## src/rtl/cpu_defs_pkg.sv

```systemverilog
// Shared definitions for the multi-cycle CPU front end: PC source encodings,
// the halt opcode and the fetch sequencer state encoding.
package cpu_defs_pkg;

   localparam logic [1:0] PC_SRC_PLUS4  = 2'b00;
   localparam logic [1:0] PC_SRC_BRANCH = 2'b01;
   localparam logic [1:0] PC_SRC_JUMP   = 2'b10;
   localparam logic [1:0] PC_SRC_JR     = 2'b11;

   localparam logic [5:0] OP_HALT = 6'b111111;

   typedef enum logic [1:0] {
      ST_IDLE,
      ST_FETCH,
      ST_READY,
      ST_HALT
   } fetch_state_t;

endpackage

```

## src/rtl/next_pc_sel.sv

```systemverilog
// Combinational next-PC selection: sequential, branch (word offset), J-format
// jump inside the current 256 MB region, and register-indirect jump.
module next_pc_sel
   import cpu_defs_pkg::*;
(
   input  logic [1:0]  pc_src,
   input  logic        branch_take,
   input  logic [31:0] pc_plus4,
   input  logic [31:0] imm_ext,
   input  logic [25:0] jump_target,
   input  logic [31:0] reg_addr,
   output logic [31:0] next_pc
);

   always_comb begin
      next_pc = pc_plus4;
      case (pc_src)
         PC_SRC_PLUS4:  next_pc = pc_plus4;
         PC_SRC_BRANCH: next_pc = branch_take ? (pc_plus4 + {imm_ext[29:0], 2'b00}) : pc_plus4;
         PC_SRC_JUMP:   next_pc = {pc_plus4[31:28], jump_target, 2'b00};
         PC_SRC_JR:     next_pc = reg_addr;
         default:       next_pc = pc_plus4;
      endcase
   end

endmodule

```

## src/rtl/pc_fetch_unit.sv

```systemverilog
// Instruction-fetch stage: PC/IR registers plus the IDLE/FETCH/READY/HALT sequencer.
// Defining FETCH_COUNT_EN adds a saturating fetch_count output.
module pc_fetch_unit
   import cpu_defs_pkg::*;
#(
   parameter logic [31:0] RESET_PC   = 32'h0000_0000,
   parameter int unsigned IMEM_LIMIT = 240,
   parameter logic [5:0]  HALT_OP    = OP_HALT
) (
   input  logic        CLK,
   input  logic        Reset,
   input  logic        fetch_start,
   input  logic        pc_write,
   input  logic [1:0]  pc_src,
   input  logic        branch_take,
   input  logic [31:0] imm_ext,
   input  logic [25:0] jump_target,
   input  logic [31:0] reg_addr,
   output logic [31:0] i_addr,
   input  logic [31:0] i_data,
   output logic [31:0] ir,
   output logic [31:0] pc,
   output logic [31:0] pc_plus4,
   output logic        ir_valid,
   output logic        halted,
`ifdef FETCH_COUNT_EN
   output logic [31:0] fetch_count,
`endif
   output logic        fetch_fault
);

   localparam logic [31:0] LIMIT = 32'(IMEM_LIMIT);

   fetch_state_t state, state_next;
   logic [31:0]  next_pc;
   logic         fetch_bad;
   logic         halt_word;

   next_pc_sel u_next_pc_sel (
      .pc_src      (pc_src),
      .branch_take (branch_take),
      .pc_plus4    (pc_plus4),
      .imm_ext     (imm_ext),
      .jump_target (jump_target),
      .reg_addr    (reg_addr),
      .next_pc     (next_pc)
   );

   assign i_addr    = pc;
   assign halted    = (state == ST_HALT);
   // An aligned PC near 2^32 makes pc+3 large, not small, so the 32-bit compare is safe.
   assign fetch_bad = (pc[1:0] != 2'b00) || ((pc + 32'd3) > LIMIT);
   assign halt_word = (i_data[31:26] == HALT_OP);

   always_ff @(posedge CLK or posedge Reset) begin
      if (Reset) state <= ST_IDLE;
      else       state <= state_next;
   end

   always_comb begin
      state_next = state;
      case (state)
         ST_IDLE:  if (fetch_start) state_next = ST_FETCH;
         ST_FETCH: state_next = (fetch_bad || halt_word) ? ST_HALT : ST_READY;
         ST_READY: if (pc_write) state_next = ST_IDLE;
         ST_HALT:  state_next = ST_HALT;
         default:  state_next = ST_IDLE;
      endcase
   end

   always_ff @(posedge CLK or posedge Reset) begin
      if (Reset) begin
         pc          <= RESET_PC;
         ir          <= '0;
         pc_plus4    <= '0;
         ir_valid    <= 1'b0;
         fetch_fault <= 1'b0;
      end else begin
         case (state)
            ST_FETCH: begin
               if (fetch_bad) begin
                  fetch_fault <= 1'b1;
                  ir_valid    <= 1'b0;
               end else begin
                  ir       <= i_data;
                  pc_plus4 <= pc + 32'd4;
                  ir_valid <= 1'b1;
               end
            end
            ST_READY: begin
               if (pc_write) begin
                  pc       <= next_pc;
                  ir_valid <= 1'b0;
               end
            end
            default: ;
         endcase
      end
   end

`ifdef FETCH_COUNT_EN
   always_ff @(posedge CLK or posedge Reset) begin
      if (Reset)
         fetch_count <= '0;
      else if ((state == ST_FETCH) && !fetch_bad && (fetch_count != 32'hFFFF_FFFF))
         fetch_count <= fetch_count + 32'd1;
   end
`endif

endmodule

```

## config.mk

```make
export PLATFORM = sky130hd
export DESIGN_NAME = pc_fetch_unit
export DESIGN_NICKNAME = d
export VERILOG_FILES = /design/src/rtl/cpu_defs_pkg.sv /design/src/rtl/next_pc_sel.sv /design/src/rtl/pc_fetch_unit.sv
export SDC_FILE = /design/constraint.sdc
export NUM_CORES = 1
export LEC_CHECK = 0
export CORE_MARGIN = 5
export CORE_UTILIZATION = 41
export CTS_BUF_LIST = sky130_fd_sc_hd__clkbuf_16
export DETAILED_ROUTE_END_ITERATION = 12
export GPL_TIMING_DRIVEN = 0
export PLACE_DENSITY_LB_ADDON = 0.15
export SLEW_MARGIN = 20
export SYNTH_ARGS = -nofsm -noshare
export SYNTH_HDL_FRONTEND = slang
export SYNTH_SLANG_ARGS = --single-unit
export TNS_END_PERCENT = 5
```

## constraint.sdc

```tcl
create_clock -name CLK -period 3.3 [get_ports CLK]
set_input_delay 0.825 -clock CLK [delete_from_list [all_inputs] [get_ports CLK]]
set_output_delay 0.825 -clock CLK [all_outputs]
set_load 0.03 [all_outputs]
```

# After elaboration in Yosys (flattened, before gate mapping)
# Index checks and enable logic that the tools add are counted.
[totals] regBits=100 out_inout_bits=131 word_cells=40
[classes] n_addsub=3 magnitude_cmp=1 n_eq_ne=9 muxes=9 bitwise=1 reduce_logical=11
[ops] cell="$pmux 32 s4" count=1
[ops] cell="$add 32x2->32 const B" count=1
[ops] cell="$add 32x3->32 const B" count=1
[ops] cell="$add 32x32->32" count=1
[ops] cell="$gt 32x8->1 const B" count=1
[ops] cell="$mux 32" count=1
[ops] cell="$reduce_and 2->1" count=5
[ops] cell="$eq 2x2->1 const B" count=4
[ops] cell="$pmux 2 s4" count=1
[ops] cell="$eq 6x6->1 const B" count=1
[ops] cell="$eq 2x1->1 const B" count=2
[ops] cell="$logic_not 2->1" count=2
[ops] cell="$mux 2" count=2
[ops] cell="$ne 2x2->1 const B" count=2
[ops] cell="$reduce_bool 2->1" count=2
[ops] cell="$mux 1" count=3
[ops] cell="$logic_or 1x1->1" count=2
[ops] cell="$pmux 1 s2" count=1
[ops] cell="$not 1->1" count=1

# Depth between registers and ports, before layout
[logic_depth] ltp_word=6 depth_mapped=11 depth_no_buf=11

# Modules after synthesis
# A second synthesis with hierarchy kept.
[hier_totals] hier_cells=708 area_unflattened_um2=7143.1
[modules_own_cells] module="pc_fetch_unit" instances=1 cells_per_inst=364 area_each_um2=4650.7 seq_area_each_um2=2502.4
[modules_own_cells] module="next_pc_sel" instances=1 cells_per_inst=344 area_each_um2=2492.4 seq_area_each_um2=0.0

# Worst setup path after synthesis
# No wires, ideal clock.
[synth_timing] path_type="flip-flop to flip-flop" startpoint="register pc[4] (netlist: i_addr[4])" endpoint="register ir[10]" setup_ps=125 t_arrival_ps=3001 t_required_ps=3175 slack_ps=174 path_stages_with_launch=12 path_buffers=3 period_less_slack_ps=3126 cell_sequence="dfrtp_1 > buf_4 > and4_4 > nand4_1 > or3_1 > or3_1 > a22oi_1 > nand4_1 > or3_1 > buf_6 > buf_6 > mux2_4"
[synth_via] elab_chain_cells=5
[synth_rtl] element="start, declared" line="pc_fetch_unit.sv:22" rtl="output logic [31:0] pc,"
[synth_rtl] element="start signal, assigned" line="pc_fetch_unit.sv:92" rtl="pc <= next_pc;"
[synth_rtl] element="$add 32x2->32" line="pc_fetch_unit.sv:52" rtl="assign fetch_bad = (pc[1:0] != 2'b00) || ((pc + 32'd3) > LIMIT);"
[synth_rtl] element="$gt 32x8->1" line="pc_fetch_unit.sv:52"
[synth_rtl] element="$logic_or 1x1->1" line="pc_fetch_unit.sv:52"
[synth_rtl] element="$not 1->1 (no source line)"
[synth_rtl] element="$reduce_and 2->1 (no source line)"
[synth_rtl] element="end signal, assigned" line="pc_fetch_unit.sv:85" rtl="ir <= i_data;"
[synth_rtl] element="end, declared" line="pc_fetch_unit.sv:21" rtl="output logic [31:0] ir,"
# Every way passes these cells.
# A chain may end at the register's enable or synchronous reset.

# Worst setup path after layout
[layout_timing] startpoint="input port imm_ext[0]" endpoint="register pc[26] (netlist: i_addr[26])"
[layout_via] elab_chain_cells=3
[layout_rtl] element="start, declared" line="pc_fetch_unit.sv:16" rtl="input logic [31:0] imm_ext,"
[layout_rtl] element="$add 32x32->32" line="next_pc_sel.sv:19" rtl="PC_SRC_BRANCH: next_pc = branch_take ? (pc_plus4 + {imm_ext[29:0], 2'b00}) : pc_plus4;"
[layout_rtl] element="$mux 32" line="next_pc_sel.sv:19"
[layout_rtl] element="$pmux 32 s4" line="next_pc_sel.sv:17" rtl="case (pc_src)"
# Every way passes these cells.

==> impl_metrics.ini <==
[drt]
wl_per_cell_um = 19.32
drt-pass1-iter-count = 5
remaining_drc_errors = 0
via_per_inst = 5.468
drt_iter0_markers = 458
drt-total-wl_um = 23910
ant_nets = 0
num_vias = 6769

[power_and_ir_drop]
p_leak_nw = 4.387
combPwrFrac_pct = 50.5
ir_drop_uv = 423.8
intPower_w = 0.003406
p_sw_w = 0.002490
seqPwrFrac_pct = 31.8
cellPowerDensity_nw_per_um2 = 576.4
swShare_pct = 42.23
pwr-share-clk_pct = 17.6

[finish]
layout-drive-gt1-share_pct = 14.64
fin_nets = 1173
antenna_cells = 0
final_area_sq_um = 10230
areaGrowthSynthToFinish_pct = 50.33

[clocking]
htreeDepth = 3
cts_inserted_buffers = 9
cts_hold_buffers = 0
clk_latency_ns = 0.36
clock-sinks = 100
clk_path_buf_depth = 2
cts_tree = done
clock-root-buffer = clkbuf_16
clk_pin_slew_ns = 0.07

[placed_design]
place_congestion = 0.9127
dpl_cell_area_sq_um = 9716
hpwl_um = 19010
portBuffers = 257

[die]
start_util_pct = 41.47
num_rows = 47
die_y_um = 138.8
die_area_sq_um = 19270
top_level_ports = 260
die_w_um = 138.8
core_area_sq_um = 16410

[worst_setup_path]
crit_arrival_ns = 3.52
cpMaxStageDelayCell = clkdlybuf4s50_1
critPathKind = input port to flop
required_ns = 3.54
rrSetupSlack_ns = 0.04
end_kind = flop
crit_chain = clkdlybuf4s50_1 -> ha_2 -> inv_1 -> fa_2 -> nor2b_4 -> o2111ai_2 -> a21oi_4 -> o2111ai_4 -> o21ai_2 -> xnor2_1 -> o21ai_1 -> a221o_1
worstRegToRegCells = 11
cp_max_fo = 4
cp-start-kind = input port
worstReg2RegEnd = ir[2]$_DFFE_PP0P_
slowest_delay_ns = 0.50
r2r_start = i_addr[4]$_DFFE_PP0P_

[global_routing]
grt_pass1_vias = 6537
grt_pass1_wl_um = 36290
gr-total-overflow = 0
grtUsageTotal_pct = 23.57
grt_max_degree = 33
antenna_found_initial = 0

[sta]
rsz0062_at_grt = true
setup_viol = 0
fin_crit_sh_pct = 99.22
drv_slew = 0
max-slew-margin-rel_pct = 39.78
hold_viol_final = 0
worstMarginPinSlew_ns = 0.9033
fin_crit_ns = 3.274
fmax_mhz = 305.4
finClkSkew_ns = 0.008814
fin_hold_ws_ns = 0.4712

[logic_synthesis]
syn-mean-instance-area_sq_um = 9.220
yosysUniqueCellTypes = 62
synth_edf_count = 0
yosysSeqAreaShare_pct = 36.78
ys_ff_latch = 100
yosys_warnings = 0
synthFlopType = dfrtp_1
syn-cell-area_sq_um = 6804
async_reset_ff_share_pct = 100.0
syn_inst = 738
syn_nets = 898

[outcome]
run_status = complete, no violations

[job]
drv_cap = 0

[hold_path]
whs_endpoint = fetch_fault$_DFFE_PP0P_
hold_depth = 1
hold_start = fetch_fault$_DFFE_PP0P_
hold_path.class = flop to flop
[cell usage after synthesis (6+ instances only)]
master | count | share of area [%]
ha_1 | 30 | 5.5
nand3_1 | 10 | 0.74
mux2i_1 | 24 | 3.5
a221oi_1 | 6 | 0.77
nor3_1 | 11 | 0.81
and2_1 | 31 | 2.9
buf_4 | 34 | 3.8
clkbuf_1 | 28 | 1.5
dfrtp_1 | 100 | 37
a31oi_1 | 10 | 0.92
xnor2_1 | 21 | 2.7
nand4_1 | 19 | 1.7
nor2_1 | 33 | 1.8
inv_1 | 18 | 0.99
mux2_2 | 19 | 3.1
o21ai_0 | 69 | 5.1
a21o_1 | 12 | 1.3
xor2_1 | 10 | 1.3
a21oi_1 | 53 | 3.9
nand2_1 | 77 | 4.2
a211oi_1 | 8 | 0.88
mux2_4 | 22 | 4.9
or3_1 | 8 | 0.74
[critical path, delay by kind of cell]
| family | cells | cell delay, ns |
|---|---|---|
| AND/OR/NAND/NOR | 1 | 0.13 |
| adder cells (fa/ha/maj) | 2 | 0.59 |
| AO/OA/AOI/OAI | 6 | 1.30 |
| buffers and inverters | 2 | 0.56 |
| XOR/XNOR | 1 | 0.13 |
[timing repair]
action | 4_1_cts | 5_1_grt
buffers inserted | 1 | 8
setup endpoints to repair | 52 | 50
resized for setup | 19 | 33
cloned | 0 | 0
pin swaps | 7 | 5
[worst max-delay path by stage]
stage | startpoint | to | slack [ns] | cells after the start
final | imm_ext[0] | i_addr[26]$_DFFE_PP0P_ | 0.03 | 12
after global routing | i_addr[4]$_DFFE_PP0P_ | pc_plus4[17]$_DFFE_PP0P_ | -0.08 | 11
after CTS | i_addr[5]$_DFFE_PP0P_ | ir[2]$_DFFE_PP0P_ | 0.004 | 11
after detailed placement | imm_ext[1] | i_addr[25]$_DFFE_PP0P_ | -0.79 | 10
after global placement | imm_ext[1] | i_addr[25]$_DFFE_PP0P_ | -0.77 | 10
after floorplan | i_addr[4]$_DFFE_PP0P_ | ir[10]$_DFFE_PP0P_ | 0.17 | 11
[power by group through the flow]
stage	logic, W	clock network, W	registers [W]
finish	0.00298	0.00104	0.00188
global route	0.00315	0.00111	0.00192
global placement	0.00286	0	0.00189
detailed placement	0.00290	0	0.00190
CTS	0.00291	0.00107	0.00188
floorplan	0.00132	0	0.00215
[cells in the final DEF, fill, tap and decap left out, types with 4 or more instances in the layout]
cell type and n:
clkdlybuf4s50_1 257, dfrtp_1 88, nand2_1 77, o21ai_0 64, a21oi_1 51, buf_4 41
nor2_1 33, and2_1 31, ha_1 28, mux2i_1 24, mux2_4 22, clkbuf_1 21
xnor2_1 21, nand4_1 19, mux2_2 19, inv_1 17, a21o_1 12, dfrtp_2 12
nand3_1 10, xor2_1 10, nor3_1 10, a31oi_1 10, clkbuf_16 9, or3_1 6
a221oi_1 6, o211ai_1 5, a211oi_1 5, o21a_1 4, a221o_1 4, and3_1 4
nor4_1 4, and4_1 4, nand2b_1 4, buf_12 4
[cell type report]
class                      count  area [sq um]
clock buffer                   9         225.2
clock inverter                 7         58.81
multi-input combinational    550          3951
inverter                      18         71.32
fill                        1405          6178
buffer                        65         429.2
tap                          220         275.3
sequential                   100          2517
timing repair buffer         269          2700
[state kept, by name (all words and copies together) (netlist names)]
name	count
ir_valid	1
ir	32
i_addr	32
pc_plus4	32
fetch_fault	1
state	2
[through the flow]
stage | instances | setup WS [ns] | utilization [%] | TNS [ns] | total power (W)
after detailed placement | 1218 | -0.7925 | 59.22 | -10.62 | 0.004796
after global routing | 1238 | -0.07587 | 62.34 | -2.773 | 0.006178
final | 1238 | 0.02570 | 62.34 | 0 | 0.005896
after global placement | 1215 | -0.7687 | 58.85 | -9.624 | 0.004757
after CTS | 1235 | 0.004383 | 61.36 | 0 | 0.005854
after floorplan | 738 | 0.1739 | - | 0 | 0.003474
[layer usage]
metal | wire, um | part of all wire, % | vias up | GRT usage, %
li1 | - | - | 3214 | -
met1 | 9888 | 41 | 3245 | 29.26
met4 | 528 | 2.2 | 0 | 5.973
met2 | 11710 | 49 | 270 | 41.04
met5 | 0 | 0 | - | 0
met3 | 1787 | 7.5 | 40 | 6.000
[logic make-up after synthesis]
logic type      synth area share (%)
simple gates                   16.20
compound gates                 18.50
flops                          36.78
buf+inv                        7.190
mux                            11.53
xor+xnor                       3.990
fa+ha+maj                      5.811
Power figures use the tool's default switching activity.
